## src/rtl/sequence_generator_pkg.sv

```systemverilog
// Shared definitions for the serial pattern generator and the 1011 detector.
// Holds the FSM state encodings and the default 1011 pattern.
package seq_pkg;

  typedef enum logic [2:0] {
    IDLE  = 3'd0,
    SHIFT = 3'd1,
    GAP   = 3'd2,
    DONE  = 3'd3
  } state_e;

  localparam logic [3:0] PAT_1011 = 4'b1011;

endpackage

```

## src/rtl/sequence_generator_if.sv

```systemverilog
// Command/serial-output bundle of the sequence generator.
// The abort strobe exists only when SEQ_GEN_ABORT_EN is defined.
interface sequence_generator_if #(
  parameter int CNT_W = 8,
  parameter int GAP_W = 4
);
  logic             start;
  logic [CNT_W-1:0] repeat_cnt;
  logic [GAP_W-1:0] gap_len;
`ifdef SEQ_GEN_ABORT_EN
  logic             abort;
`endif
  logic             data_out;
  logic             valid_out;
  logic             busy;
  logic             done;

  modport master (
    output start, repeat_cnt, gap_len,
    input  data_out, valid_out, busy, done
`ifdef SEQ_GEN_ABORT_EN
    , output abort
`endif
  );

  modport slave (
    input  start, repeat_cnt, gap_len,
    output data_out, valid_out, busy, done
`ifdef SEQ_GEN_ABORT_EN
    , input abort
`endif
  );
endinterface

```

## src/rtl/seq_shift_reg.sv

```systemverilog
// PAT_W-wide parallel-load MSB-first shift register with a bit index down-counter.
// bit_d is the serial bit that will sit at the MSB after this edge.
module seq_shift_reg #(
  parameter int               PAT_W   = 4,
  parameter logic [PAT_W-1:0] PATTERN = '1
) (
  input  logic clk,
  input  logic rst,
  input  logic load,
  input  logic shift,
  output logic last,
  output logic bit_d
);
  localparam int IDX_W = (PAT_W > 1) ? $clog2(PAT_W) : 1;

  logic [PAT_W-1:0] sr_q, sr_d;
  logic [IDX_W-1:0] idx_q, idx_d;

  always_comb begin
    sr_d  = sr_q;
    idx_d = idx_q;
    bit_d = sr_q[PAT_W-1];
    if (load) begin
      sr_d  = PATTERN;
      idx_d = IDX_W'(PAT_W-1);
      bit_d = PATTERN[PAT_W-1];
    end else if (shift) begin
      sr_d  = {sr_q[PAT_W-2:0], 1'b0};
      idx_d = idx_q - IDX_W'(1);
      bit_d = sr_q[PAT_W-2];
    end
  end

  always_ff @(posedge clk) begin
    if (rst) begin
      sr_q  <= '0;
      idx_q <= '0;
    end else begin
      sr_q  <= sr_d;
      idx_q <= idx_d;
    end
  end

  assign last = (idx_q == '0);
endmodule

```

## src/rtl/sequence_generator.sv

```systemverilog
// Moore serial pattern transmitter: sends PATTERN MSB first, repeat_cnt times, gap_len zeros between.
// Optional abort input enabled by defining SEQ_GEN_ABORT_EN.
module sequence_generator
  import seq_pkg::*;
#(
  parameter int               PAT_W   = 4,
  parameter logic [PAT_W-1:0] PATTERN = PAT_1011,
  parameter int               CNT_W   = 8,
  parameter int               GAP_W   = 4
) (
  input  logic                 clk,
  input  logic                 rst,
  sequence_generator_if.slave  bus
);
  state_e           state_q, state_d;
  logic [CNT_W-1:0] rem_q, rem_d;
  logic [GAP_W-1:0] gap_len_q, gap_len_d;
  logic [GAP_W-1:0] gap_cnt_q, gap_cnt_d;
  logic             data_out_q, data_out_d;
  logic             valid_q, valid_d;
  logic             busy_q, busy_d;
  logic             done_q, done_d;
  logic             load, shift, last, bit_d;
  logic             abort_req;

`ifdef SEQ_GEN_ABORT_EN
  assign abort_req = bus.abort;
`else
  assign abort_req = 1'b0;
`endif

  seq_shift_reg #(.PAT_W(PAT_W), .PATTERN(PATTERN)) u_sr (
    .clk   (clk),
    .rst   (rst),
    .load  (load),
    .shift (shift),
    .last  (last),
    .bit_d (bit_d)
  );

  // rem_q counts repeats still owed after the one currently on the wire.
  always_comb begin
    state_d   = state_q;
    rem_d     = rem_q;
    gap_len_d = gap_len_q;
    gap_cnt_d = gap_cnt_q;
    load      = 1'b0;
    shift     = 1'b0;
    case (state_q)
      IDLE: if (bus.start) begin
        gap_len_d = bus.gap_len;
        if (bus.repeat_cnt != '0) begin
          rem_d   = bus.repeat_cnt - CNT_W'(1);
          state_d = SHIFT;
          load    = 1'b1;
        end else begin
          rem_d   = '0;
          state_d = DONE;
        end
      end
      SHIFT: begin
        if (!last) begin
          shift = 1'b1;
        end else if (rem_q != '0) begin
          rem_d = rem_q - CNT_W'(1);
          if (gap_len_q != '0) begin
            state_d   = GAP;
            gap_cnt_d = GAP_W'(1);
          end else begin
            load = 1'b1;
          end
        end else begin
          state_d = DONE;
        end
      end
      GAP: begin
        if (gap_cnt_q == gap_len_q) begin
          state_d = SHIFT;
          load    = 1'b1;
        end else begin
          gap_cnt_d = gap_cnt_q + GAP_W'(1);
        end
      end
      DONE:    state_d = IDLE;
      default: state_d = IDLE;
    endcase

    if (abort_req && (state_q == SHIFT || state_q == GAP)) begin
      state_d = IDLE;
      load    = 1'b0;
      shift   = 1'b0;
    end

    valid_d    = (state_d == SHIFT);
    data_out_d = valid_d & bit_d;
    busy_d     = (state_d == SHIFT) || (state_d == GAP);
    done_d     = (state_d == DONE);
  end

  always_ff @(posedge clk) begin
    if (rst) begin
      state_q    <= IDLE;
      rem_q      <= '0;
      gap_len_q  <= '0;
      gap_cnt_q  <= '0;
      data_out_q <= 1'b0;
      valid_q    <= 1'b0;
      busy_q     <= 1'b0;
      done_q     <= 1'b0;
    end else begin
      state_q    <= state_d;
      rem_q      <= rem_d;
      gap_len_q  <= gap_len_d;
      gap_cnt_q  <= gap_cnt_d;
      data_out_q <= data_out_d;
      valid_q    <= valid_d;
      busy_q     <= busy_d;
      done_q     <= done_d;
    end
  end

  assign bus.data_out  = data_out_q;
  assign bus.valid_out = valid_q;
  assign bus.busy      = busy_q;
  assign bus.done      = done_q;
endmodule
```

## src/flat_wrapper.sv

```systemverilog
// flat-port wrapper written by rule: the top's interface ports become plain ports
module sequence_generator_flat import seq_pkg::*;
#(
  parameter int               PAT_W   = 4,
  parameter logic [PAT_W-1:0] PATTERN = PAT_1011,
  parameter int               CNT_W   = 8,
  parameter int               GAP_W   = 4
)
  (clk, rst, bus_start, bus_repeat_cnt, bus_gap_len, bus_data_out, bus_valid_out, bus_busy, bus_done);
  sequence_generator_if #(.CNT_W(CNT_W), .GAP_W(GAP_W)) bus_i ();
  input  logic clk;
  input  logic rst;
  input wire logic [$bits(bus_i.start)-1:0] bus_start;
  input wire logic [$bits(bus_i.repeat_cnt)-1:0] bus_repeat_cnt;
  input wire logic [$bits(bus_i.gap_len)-1:0] bus_gap_len;
  output wire logic [$bits(bus_i.data_out)-1:0] bus_data_out;
  output wire logic [$bits(bus_i.valid_out)-1:0] bus_valid_out;
  output wire logic [$bits(bus_i.busy)-1:0] bus_busy;
  output wire logic [$bits(bus_i.done)-1:0] bus_done;
  assign bus_i.start = bus_start;
  assign bus_i.repeat_cnt = bus_repeat_cnt;
  assign bus_i.gap_len = bus_gap_len;
  assign bus_data_out = bus_i.data_out;
  assign bus_valid_out = bus_i.valid_out;
  assign bus_busy = bus_i.busy;
  assign bus_done = bus_i.done;
  sequence_generator #(.PAT_W(PAT_W), .PATTERN(PATTERN), .CNT_W(CNT_W), .GAP_W(GAP_W)) u_core (.clk(clk), .rst(rst), .bus(bus_i));
endmodule
```

## config.mk

```make
export PLATFORM = sky130hd
export DESIGN_NAME = sequence_generator_flat
export DESIGN_NICKNAME = d
export VERILOG_FILES = /design/src/rtl/sequence_generator_pkg.sv /design/src/rtl/sequence_generator_if.sv /design/src/rtl/seq_shift_reg.sv /design/src/rtl/sequence_generator.sv /design/src/flat_wrapper.sv
export SDC_FILE = /design/constraint.sdc
export NUM_CORES = 1
export LEC_CHECK = 0
export BUFFER_PORTS_ARGS = -buffer_cell sky130_fd_sc_hd__buf_2
export CORE_MARGIN = 2
export CORE_UTILIZATION = 40
export CTS_BUF_LIST = sky130_fd_sc_hd__clkbuf_8
export CTS_CLUSTER_DIAMETER = 80
export DETAILED_ROUTE_END_ITERATION = 6
export PLACE_DENSITY = 0.59
export SLEW_MARGIN = 10
export SYNTH_ARGS = -nofsm -noshare
export SYNTH_HDL_FRONTEND = slang
export SYNTH_SLANG_ARGS = --single-unit
```

## constraint.sdc

```tcl
create_clock -name clk -period 3.65 [get_ports clk]
set_input_delay 0.9125 -clock clk [delete_from_list [all_inputs] [get_ports clk]]
set_output_delay 0.9125 -clock clk [all_outputs]
set_load 0.05 [all_outputs]
```

==> qor.yml <==
worst_ep_required_time_ns: 3.85
minimum_setup_slack_among_reg_to_reg_paths_ns: 1.55
std_cell_rows: 22
timing.max_cap.violations: 0
n_fill_cell: 362
syn_to_final_growth_pct: 14.6
slowest_stage: "sky130_fd_sc_hd__a31oi_1"
cts_post_setup_buffers_inserted: 0
top_level_ports: 19
static-leakage-power_nw: 0.685
clk_root_buffer_cell: "sky130_fd_sc_hd__clkbuf_8"
maximum_clock_skew_at_final_layout_ns: 0.00297
fp.dieW_um: 66.7
signal_arrival_time_at_the_worst_endpoint_ns: 2.65
globalplace.congestion: 0.826
drt-wirelength-per-cell_um: 13.8
synthCells: 193
vias: 1414
critical-path-top-delay-family: "simple AND/OR/NAND/NOR gates"
synth_enable_flop_cells: 0
avgSynthCellArea_um2: 8.14
asyncSetResetFlopFracSynth_pct: 0
tritoncts: "done"
post_synth_instance_area_mm2: 0.00157
core_mm2: 0.00372
worstPathBufferInverterCount: 2
vias_per_cell: 5.48
maximum_vdd_ir_drop_uv: 194
crit_path_cell_trace: "buf_2 > inv_1 > ha_1 > nor3b_2 > and2_1 > o2bb2ai_1 > a31oi_1 > nor3b_1"
min_period_over_period_pct: 67.0
timing.setup.critical_path_class: "in -> reg"
post_route_core_utilization_pct: 48.5
grt_pass1_wl_um: 6070
synth.yosys.seq_area_share_pct: 36.9
grt_start_max_net_pins: 27
grt_antenna_before_repair: 0
tritoncts.num_buffers: 5
layout.area.seq_um2: 581
number_of_h_tree_levels: 2
multi_input_comb_area_um2: 921
final_period_minus_worst_setup_slack_ns: 2.45
io_buffers: 18
grt_pass1_vias: 1351
setup_violations: 0
tightest_slew_ns: 1.05
globalRouteOverflowTotal: 0
ys_dominant_reg_cell: "sky130_fd_sc_hd__dfxtp_1"
die_footprint_mm2: 0.00445
status: "completed"
hold_buffer_count_at_cts: 0
global_route.usage.total_pct: 18.1
number_of_nets_produced_by_synthesis: 212
finalMaxSlewViolations: 0
cp-start-kind: "primary input"
yosysWarningCount: 0
grt_setup_unrepaired: "false"
drt_drc_violations_left: 0
setup_tns_ns: 0
detail_route.wirelength_um: 3550
worst_path_largest_cell_delay_ns: 0.50
yosys_register_bits: 29
synth.most_common_cell: "sky130_fd_sc_hd__dfxtp_1"
clock_insertion_delay_worst_skew_ns: 0.28
achievable-frequency_mhz: 409
ys_types: 45
slew-limit-headroom_pct: 29.9
clock_tree.buffer_depth: 2
post_cts_resized: 0
die_y_um: 66.7
place_hpwl_um: 2630
timing_hold_violations_final: 0
detail-route-antenna-nets: 0
drtPass1Iterations: 4
synth_area_leaders: "sky130_fd_sc_hd__dfxtp_1 (37%), sky130_fd_sc_hd__a21oi_1 (8.3%), sky130_fd_sc_hd__nand2_1 (5.3%), sky130_fd_sc_hd__ha_1 (3.2%), sky130_fd_sc_hd__nor3b_2 (3.2%)"
initial_utilization_pct: 42.3
maximum_fanout_along_the_worst_path: 7
hold_path_class: "reg -> reg"
layout.nets: 228
clock-sinks: 29
n_antenna_cell: 0
most_area_hungry_cell_type_in_the_yosys_netlist: "sky130_fd_sc_hd__dfxtp_1"
totalPowerFinal_mw: 0.792
setup.worst_path.end_class: "flip-flop"
synth_common_cells: "sky130_fd_sc_hd__dfxtp_1 (29), sky130_fd_sc_hd__a21oi_1 (26), sky130_fd_sc_hd__nand2_1 (22)"
proportion_of_layout_cells_with_a_drive_suffix_above_1_pct: 17.1
initialDrtViolationCount: 77
synth.top_cell.area_share_pct: 36.9
cts.clk_slew.worst_paths_ns: 0.06
power.density_cell_area_mw_per_mm2: 440
[worst min-delay path: cells and delay by family, from the launching register on]
kind,cells,cell delay [ns]
simple gates,1,0.06
flops,1,0.33
compound gates,1,0.05
[through the flow]
step	area [um^2]	std cells	setup slack [ns]	hold WS, ns
finish	1800	258	1.20	0.485
global route	1800	258	1.10	0.516
detailed placement	1690	250	0.951	0.477
floorplan	1570	193	1.41	0.453
global placement	1690	250	0.982	0.465
CTS	1800	258	1.24	0.487
[report_power, final]
group | switching [mW] | internal, mW | leakage (nW)
clock network | 0.118 | 0.219 | 0.0626
logic | 0.0678 | 0.0424 | 0.385
registers | 0.0134 | 0.331 | 0.237
total | 0.199 | 0.593 | 0.685
[flip-flops by register name, indices dropped and copies added (netlist names)]
signal	count
u_core.bus.busy	1
u_core.bus.data_out	1
u_core.bus.done	1
u_core.bus.valid_out	1
u_core.gap_cnt_q	4
u_core.gap_len_q	4
u_core.rem_q	8
u_core.state_q	3
u_core.u_sr.idx_q	2
u_core.u_sr.sr_q	4
[metal layers]
| layer | vias to the layer above | track usage [%] | wire length [um] |
|---|---|---|---|
| met5 | - | 0 | 0 |
| met4 | 0 | 7.65 | 40 |
| met3 | 4 | 3.55 | 100 |
| met2 | 16 | 29.9 | 1770 |
| met1 | 658 | 22.8 | 1640 |
| li1 | 736 | - | - |
[cell usage in the layout, fill, tap and decap left out, types with 4 or more instances in the layout]
cell type,instances
sky130_fd_sc_hd__or4_1,5
sky130_fd_sc_hd__a31oi_1,4
sky130_fd_sc_hd__o21ai_0,6
sky130_fd_sc_hd__ha_1,4
sky130_fd_sc_hd__buf_2,18
sky130_fd_sc_hd__dfxtp_1,29
sky130_fd_sc_hd__a21oi_1,26
sky130_fd_sc_hd__nor3b_2,4
sky130_fd_sc_hd__o21ai_1,10
sky130_fd_sc_hd__xnor2_1,4
sky130_fd_sc_hd__nor4_1,4
sky130_fd_sc_hd__xor2_1,4
sky130_fd_sc_hd__nor2_1,13
sky130_fd_sc_hd__inv_1,10
sky130_fd_sc_hd__clkbuf_8,6
sky130_fd_sc_hd__nand2_1,22
[final timing paths]
check | start | end | cells after the start
hold reg to reg | u_core.rem_q[1] | u_core.rem_q[1] | 2
hold / removal | u_core.rem_q[1] | u_core.rem_q[1] | 2
setup / recovery | bus_repeat_cnt[0] | u_core.u_sr.sr_q[2] | 8
setup reg to reg | u_core.rem_q[0] | u_core.bus.data_out | 7
[cell families (layout without fill, tap and decap cells)]
kind of cell	Yosys count	count (layout)	share of synthesized area [%]
AND/OR/NAND/NOR	65	65	23.5
AO/OA/AOI/OAI	64	64	24.6
flip-flops	29	29	36.9
buffers and inverters	18	35	4.46
XOR/XNOR	8	8	4.46
adder cells (fa/ha/maj)	4	4	3.18
multiplexers	4	4	2.63
other	1	1	0.239
[layout make-up]
class	instances	share of cell area (%)
clock inverter	2	1.87
timing repair buffer	18	5.00
inverter	9	1.87
tap	48	3.33
clock buffer	6	4.58
sequential	29	32.2
multi-input combinational	146	51.1
(Power assumes the default switching activity.)
